<file path="src/rtl/inst_fetch.sv">
// -----------------------------------------------------------------------------
// inst_fetch
//
// Instruction fetch stage. Owns the program counter, presents it to a
// combinational instruction memory, and captures each returned word together
// with its fetch address into an IF/ID output register. Downstream flow control
// is a valid/ready handshake. A taken branch/jump redirects and flushes. Fetch
// stops on a HALT instruction.
//
// Handshake: the IF/ID register offers a transfer whenever out_valid is high.
// A transfer completes on a rising edge where out_valid and out_ready are both
// high. While out_valid is high and out_ready is low, out_instr and out_pc hold
// steady. out_valid never drops without a completed transfer, except on a
// redirect flush or a reset.
//
// Ports:
//   clk             in   rising-edge clock
//   rst             in   synchronous active-high reset
//   imem_addr       out  instruction memory read address (equals the PC)
//   imem_data       in   instruction word for imem_addr, same cycle
//   out_valid       out  IF/ID register holds a valid instruction
//   out_ready       in   decode accepts the IF/ID contents this cycle
//   out_instr       out  fetched instruction
//   out_pc          out  address the instruction was fetched from
//   redirect_valid  in   branch/jump taken: flush and restart fetch
//   redirect_pc     in   new fetch address
//   halted          out  high while in the HALT state (this is the FSM state)
// -----------------------------------------------------------------------------
module inst_fetch #(
   parameter int unsigned          ADDR_W    = 8,
   parameter int unsigned          DATA_W    = 32,
   parameter logic [ADDR_W-1:0]    RESET_PC  = '0,
   parameter logic [DATA_W-1:0]    HALT_WORD = '1
) (
   input  logic              clk,
   input  logic              rst,
   output logic [ADDR_W-1:0] imem_addr,
   input  logic [DATA_W-1:0] imem_data,
   output logic              out_valid,
   input  logic              out_ready,
   output logic [DATA_W-1:0] out_instr,
   output logic [ADDR_W-1:0] out_pc,
   input  logic              redirect_valid,
   input  logic [ADDR_W-1:0] redirect_pc,
   output logic              halted
);

   localparam logic [0:0] ST_RUN  = 1'b0;
   localparam logic [0:0] ST_HALT = 1'b1;

   logic [0:0]        state_q,  state_d;
   logic [ADDR_W-1:0] pc_q,     pc_d;
   logic              valid_q,  valid_d;
   logic [DATA_W-1:0] instr_q,  instr_d;
   logic [ADDR_W-1:0] opc_q,    opc_d;

   logic              load;
   logic              is_halt_word;

   // A new word may enter the IF/ID register when it is empty or being drained
   // on this same edge, which is what gives one instruction per cycle.
   assign load         = (state_q == ST_RUN) && !redirect_valid && (!valid_q || out_ready);
   assign is_halt_word = (imem_data == HALT_WORD);

   always_comb begin
      state_d = state_q;
      pc_d    = pc_q;
      valid_d = valid_q;
      instr_d = instr_q;
      opc_d   = opc_q;
      if (redirect_valid) begin
         // Flush wins over everything else, including a pending acceptance.
         pc_d    = redirect_pc;
         valid_d = 1'b0;
         state_d = ST_RUN;
      end else if (load) begin
         instr_d = imem_data;
         opc_d   = pc_q;
         valid_d = 1'b1;
         if (is_halt_word) begin
            // The HALT word is still emitted; the PC parks on its address.
            state_d = ST_HALT;
         end else begin
            pc_d = pc_q + 1'b1;
         end
      end else if (out_ready) begin
         valid_d = 1'b0;
      end
   end

   always_ff @(posedge clk) begin
      if (rst) begin
         state_q <= ST_RUN;
         pc_q    <= RESET_PC;
         valid_q <= 1'b0;
         instr_q <= '0;
         opc_q   <= '0;
      end else begin
         state_q <= state_d;
         pc_q    <= pc_d;
         valid_q <= valid_d;
         instr_q <= instr_d;
         opc_q   <= opc_d;
      end
   end

   assign imem_addr = pc_q;
   assign out_valid = valid_q;
   assign out_instr = instr_q;
   assign out_pc    = opc_q;
   assign halted    = (state_q == ST_HALT);

endmodule

</file>
<file path="config.mk">
export PLATFORM = sky130hd
export DESIGN_NAME = inst_fetch
export DESIGN_NICKNAME = d
export VERILOG_FILES = /design/src/rtl/inst_fetch.sv
export SDC_FILE = /design/constraint.sdc
export NUM_CORES = 1
export LEC_CHECK = 0
export ABC_AREA = 0
export CAP_MARGIN = 20
export CORE_ASPECT_RATIO = 1.2
export CORE_MARGIN = 4
export CORE_UTILIZATION = 41
export CTS_CLUSTER_DIAMETER = 80
export DETAILED_ROUTE_END_ITERATION = 8
export GPL_TIMING_DRIVEN = 0
export PLACE_DENSITY = 0.84
export SYNTH_ARGS = -nofsm -noshare
export SYNTH_HDL_FRONTEND = slang
export SYNTH_SLANG_ARGS = --single-unit
</file>
<file path="constraint.sdc">
create_clock -name clk -period 2.4 [get_ports clk]
set_clock_uncertainty 0.1 [all_clocks]
set_input_delay 0.48 -clock clk [delete_from_list [all_inputs] [get_ports clk]]
set_output_delay 0.48 -clock clk [all_outputs]
set_load 0.02 [all_outputs]
</file>
; After elaboration in Yosys (flattened, before gate mapping)
; Index checks and enable logic that the tools add are counted.
[totals]
register_bits = 50
inputBits = 44
output_inout_bits = 50
wordCells = 26
[classes]
addsub = 1
n_eq_ne = 2
muxes = 5
bitwise_logic = 2
reduce_logical = 11
[ops]
columns = operator, count
row1 = $eq 32x32->1 const B, 1
row2 = $mux 8, 3
row3 = $add 8x1->8 const B, 1
row4 = $reduce_and 2->1, 3
row5 = $reduce_bool 2->1, 2
row6 = $logic_and 1x1->1, 2
row7 = $logic_not 1->1, 2
row8 = $mux 1, 2
row9 = $ne 2x2->1 const B, 1
row10 = $not 1->1, 2
row11 = $reduce_or 2->1, 1
row12 = $logic_or 1x1->1, 1

; Depth between registers and ports, before layout
[logic_depth]
ltp_word = 5
ltp_mapped = 6
depth_no_buf = 5

; Worst setup path after synthesis
; No wires, ideal clock.
[synth_timing]
kind = input to register
from = input imem_data[29]
to = register pc_q[2] (netlist: imem_addr[2])
setup_ns = 0.103
arrival_time_ns = 1.697
required_ns = 2.197
setup_slack_ns = 0.500
path_stages = 5
path_buffers = 0
path_cell_list = nand4_1 > nor4_4 > a21oi_1 > and3_4 > a2111oi_2
[synth_between]
elab_chain_len = 3
[synth_lines]
columns = element, line
row1 = "start, declared", 38  ; input logic [DATA_W-1:0] imem_data,
row2 = $eq 32x32->1, 63  ; assign is_halt_word = (imem_data == HALT_WORD);
row3 = $ne 2x2->1 (no line), n/a
row4 = $reduce_and 2->1 (no line), n/a
row5 = "end signal, assigned", 100  ; pc_q <= pc_d;
row6 = "end, declared", 52  ; logic [ADDR_W-1:0] pc_q, pc_d;
; No other way between the ends.
; A chain may end at the register's enable or synchronous reset.

; Worst setup path after layout
[layout_timing]
from = input out_ready
to = register pc_q[7] (netlist: imem_addr[7])
[layout_between]
elab_chain_len = 4
[layout_lines]
columns = element, line
row1 = "start, declared", 40  ; input logic out_ready,
row2 = $logic_or 1x1->1, 62  ; assign load = (state_q == ST_RUN) && !redirect_valid && (!valid_q || out_ready);
row3 = $logic_and 1x1->1, 62
row4 = $reduce_bool 2->1 (no line), n/a
row5 = $reduce_and 2->1 (no line), n/a
; No other way between the ends.

==> summary.txt <==
Placed design
  – Post-place setup slack: -0.203 ns
  – Buffers added on ports: 93
  – GPL Wtd Cong: about 0.79
  – Hpwl dp: between 4000 and 5000 µm
  – Placed Cells: just under 400

Timing
  – Min Hold Slack: between 0.3 and 0.4 ns
  – Relative slew margins: 0.648
  – Max Fclk: about 450 MHz
  – RSZ-0062 raised after global routing: no
  – Fin. max-slew vios: 0
  – Fin worst setup slack: 0.178 ns
  – Worst Max-Slew Pin Slew: between 0.5 and 0.6 ns
  – Final min period: approximately 2.2 ns
  – Hold Vio Cnt, Final: 0
  – Fin crit share: 0.926
  – # setup viols final: 0

Setup path
  – FF-to-FF End: imem_addr[7]$_SDFFE_PP0P_
  – Crit Path Class: input port to register
  – Reg-to-Reg Start: out_valid$_SDFFE_PP0P_
  – Worst-path fanout max: 8
  – R2R cell count: 6
  – Crit. End Element: register
  – Worst Setup Start Kind: input port
  – Worst path arrival time: roughly 2.3 ns
  – Critical Path RT: 2.51 ns
  – Reg2reg setup slack: 0.47 ns

Drt
  – WL final: 5720 µm
  – Router iterations before antenna repair: 4
  – DR vias/cell: 5.14
  – Via count: approximately 2100
  – Final antenna-violating net count: 0
  – Drt drc: 0
  – DRT iter0 DRCs: 98
  – Drt wl/cell: between 10 and 15 µm

Cells and area
  – Share of layout cells above drive strength 1: 0.0600
  – Final cell count without fillers: about 410
  – Fillers: ~420
  – Final #Nets: between 300 and 400
  – Layout Utilization: 0.671
  – Area growth from synthesis to layout: 55.6%
  – Diode count: 0

Synth
  – Net Count, Synth: between 200 and 300
  – Synth Area per Inst: a little over 8 µm²
  – Yosys warnings: 0
  – Register bit total from synthesis: 50
  – Netlist cell types: 28
  – Post-Syn Instances: 246
  – Mapped cell area: ~2000 µm²
  – Post-synthesis sequential area ratio: 0.494

Die
  – Die X-Extent: roughly 72 µm
  – Core Footprint: ~4700 µm²
  – Num rows: 27
  – I/O pin cnt: 94
  – Die ar.: just over 6000 µm²
  – Die height: ~85 µm
  – Starting Density: 0.431

Clock tree
  – CTS sink count: 50
  – Max clock buf depth: 2
  – H-tree depth: 2
  – Worst skew pair latency: 0.30 ns
  – Clk root buf: clkbuf_8
  – CTS tree: yes
  – Num CTS Buffers: 5
  – Clock transition at the registers of the reported paths: roughly 0.09 ns

GRT
  – First-pass GRT wire length: roughly 9200 µm
  – GRT Total Usage: 0.187
  – Pin count of the biggest net entering global routing: 16
  – Gr ovfl total: 0
  – Vias in the first global route: 1968
  – Layer with the highest usage: met2
  – Met2 Track Usage GR: 0.315
  – Initial antenna violation count: 0
  – Met1 GRT Util: 0.231
  – GR Layer Usage met3: 0.0450

Power and ir drop
  – Pwr Density: roughly 570 nW/µm²
  – Worst vdd rail ir drop: slightly below 0.4 mV
  – P_leak: ~1.2 nW

Min path
  – Worst Hold Class: register to register
  – Hold_sp: out_instr[4]$_SDFFE_PP0P_
  – WHS Endpoint: out_instr[4]$_SDFFE_PP0P_
  – Hold Crit Depth: 2

Outcome
  – Status: finished clean

Flow run
  – Max Cap Viol: 0
==> synth_stat cells <==
cell type	instances	area [µm²]
a2111oi_1	1	10.0
nand4_1	8	50.1
or3_1	1	6.26
ha_1	1	12.5
inv_1	7	26.3
nor2_1	1	3.75
a2111oi_2	3	45.0
nor4_4	2	42.5
dfxtp_1	50	1000
and4_1	2	17.5
a311oi_1	3	26.3
nor3_1	3	15.0
and3_4	1	11.3
nor2b_1	2	12.5
nand2b_1	2	12.5
xor2_1	3	26.3
and3_1	1	6.26
a31oi_1	1	6.26
nand2_1	81	304
a211oi_1	3	22.5
nor2b_4	1	13.8
a21oi_1	45	225
nand3_1	3	15.0
o21a_1	3	22.5
a221oi_1	1	8.76
clkbuf_1	15	56.3
buf_2	1	5.00
a211oi_4	1	20.0
==> cell type report <==
| cell class | instances | area [µm²] | share of cell area |
|---|---|---|---|
| plain buffers | 16 | 61.3 | 0.0195 |
| clock buffers | 6 | 82.6 | 0.0262 |
| clock inverters | 2 | 12.5 | 0.00397 |
| inverters | 7 | 26.3 | 0.00834 |
| multi-input cells | 173 | 941 | 0.299 |
| flip-flops and latches | 50 | 1000 | 0.318 |
| well taps | 58 | 72.6 | 0.0230 |
| repair buffers | 96 | 953 | 0.303 |
==> flip-flops by register name (all words and copies together), names as in the netlist <==
register / count
halted: 1
imem_addr: 8
out_instr: 32
out_valid: 1
out_pc: 8
==> critical path, stage by stage <==
cell             delay, ns
clkdlybuf4s50_1       0.51
nor2b_4               0.06
or3_1                 0.29
buf_2                 0.19
a211oi_4              0.30
a311oi_1              0.16
a2111oi_2             0.33
==> routing by layer <==
metal,up-vias,share of wire
met1,978,0.41
met2,65,0.51
met4,0,0.018
met5,-,0
met3,8,0.062
li1,1046,-
==> power by group <==
group / switching (mW) / internal [mW] / total, mW / leakage (nW)
Combinational: 0.185 / 0.187 / 0.372 / 0.708
Sequential: 0.0350 / 0.877 / 0.912 / 0.412
Clock: 0.274 / 0.232 / 0.506 / 0.0472
Total: 0.494 / 1.30 / 1.79 / 1.17
==> repair_timing <==
item                       CTS  global route
setup buffers                0             3
hold buffers                 0             0
resized for setup            0             1
setup endpoints to repair    0            41
==> worst max-delay path by stage <==
stage | startpoint | end | slack (ns) | cells past startpoint
2_1_floorplan | imem_data[29] | imem_addr[2]$_SDFFE_PP0P_ | 0.50 | 5
3_3_place_gp | imem_data[30] | imem_addr[2]$_SDFFE_PP0P_ | -0.19 | 6
3_5_place_dp | imem_data[30] | imem_addr[2]$_SDFFE_PP0P_ | -0.20 | 6
4_1_cts | imem_data[29] | imem_addr[2]$_SDFFE_PP0P_ | 0.11 | 6
5_1_grt | out_ready | imem_addr[3]$_SDFFE_PP0P_ | 0.07 | 7
6_report | out_ready | imem_addr[7]$_SDFFE_PP0P_ | 0.18 | 7
==> cell families (layout without fill, tap and decap cells) <==
logic type,count (synthesis),after routing,share of synthesized area
AND/OR/NAND/NOR,108,108,0.252
AO/OA/AOI/OAI,61,61,0.191
flip-flops,50,50,0.494
buffers and inverters,23,127,0.0433
XOR/XNOR,3,3,0.0130
adder cells (fa/ha/maj),1,1,0.00618
==> per-stage QoR <==
step / power (mW) / TNS (ns) / cell area (µm²)
2_1_floorplan: 1.09 / 0 / 2020
3_3_place_gp: 1.30 / -5.88 / 3030
3_5_place_dp: 1.30 / -5.14 / 3030
4_1_cts: 1.80 / 0 / 3120
5_1_grt: 1.88 / 0 / 3150
6_report: 1.79 / 0 / 3150
==> placed cells by master, fill, tap and decap left out, types with 2 or more instances in the layout <==
cell / Yosys / layout
a211oi_1: 3 / 3
o21a_1: 3 / 3
nor4_4: 2 / 2
nand4_1: 8 / 8
xor2_1: 3 / 3
clkdlybuf4s50_1: 0 / 93
nand3_1: 3 / 3
dfxtp_1: 50 / 50
a311oi_1: 3 / 3
a21oi_1: 45 / 45
nor2b_1: 2 / 2
clkbuf_1: 15 / 15
a2111oi_2: 3 / 3
buf_4: 0 / 3
nand2b_1: 2 / 2
and4_1: 2 / 2
inv_1: 7 / 7
nand2_1: 81 / 81
nor3_1: 3 / 2
clkbuf_8: 0 / 6
(Power assumes the default switching activity.)
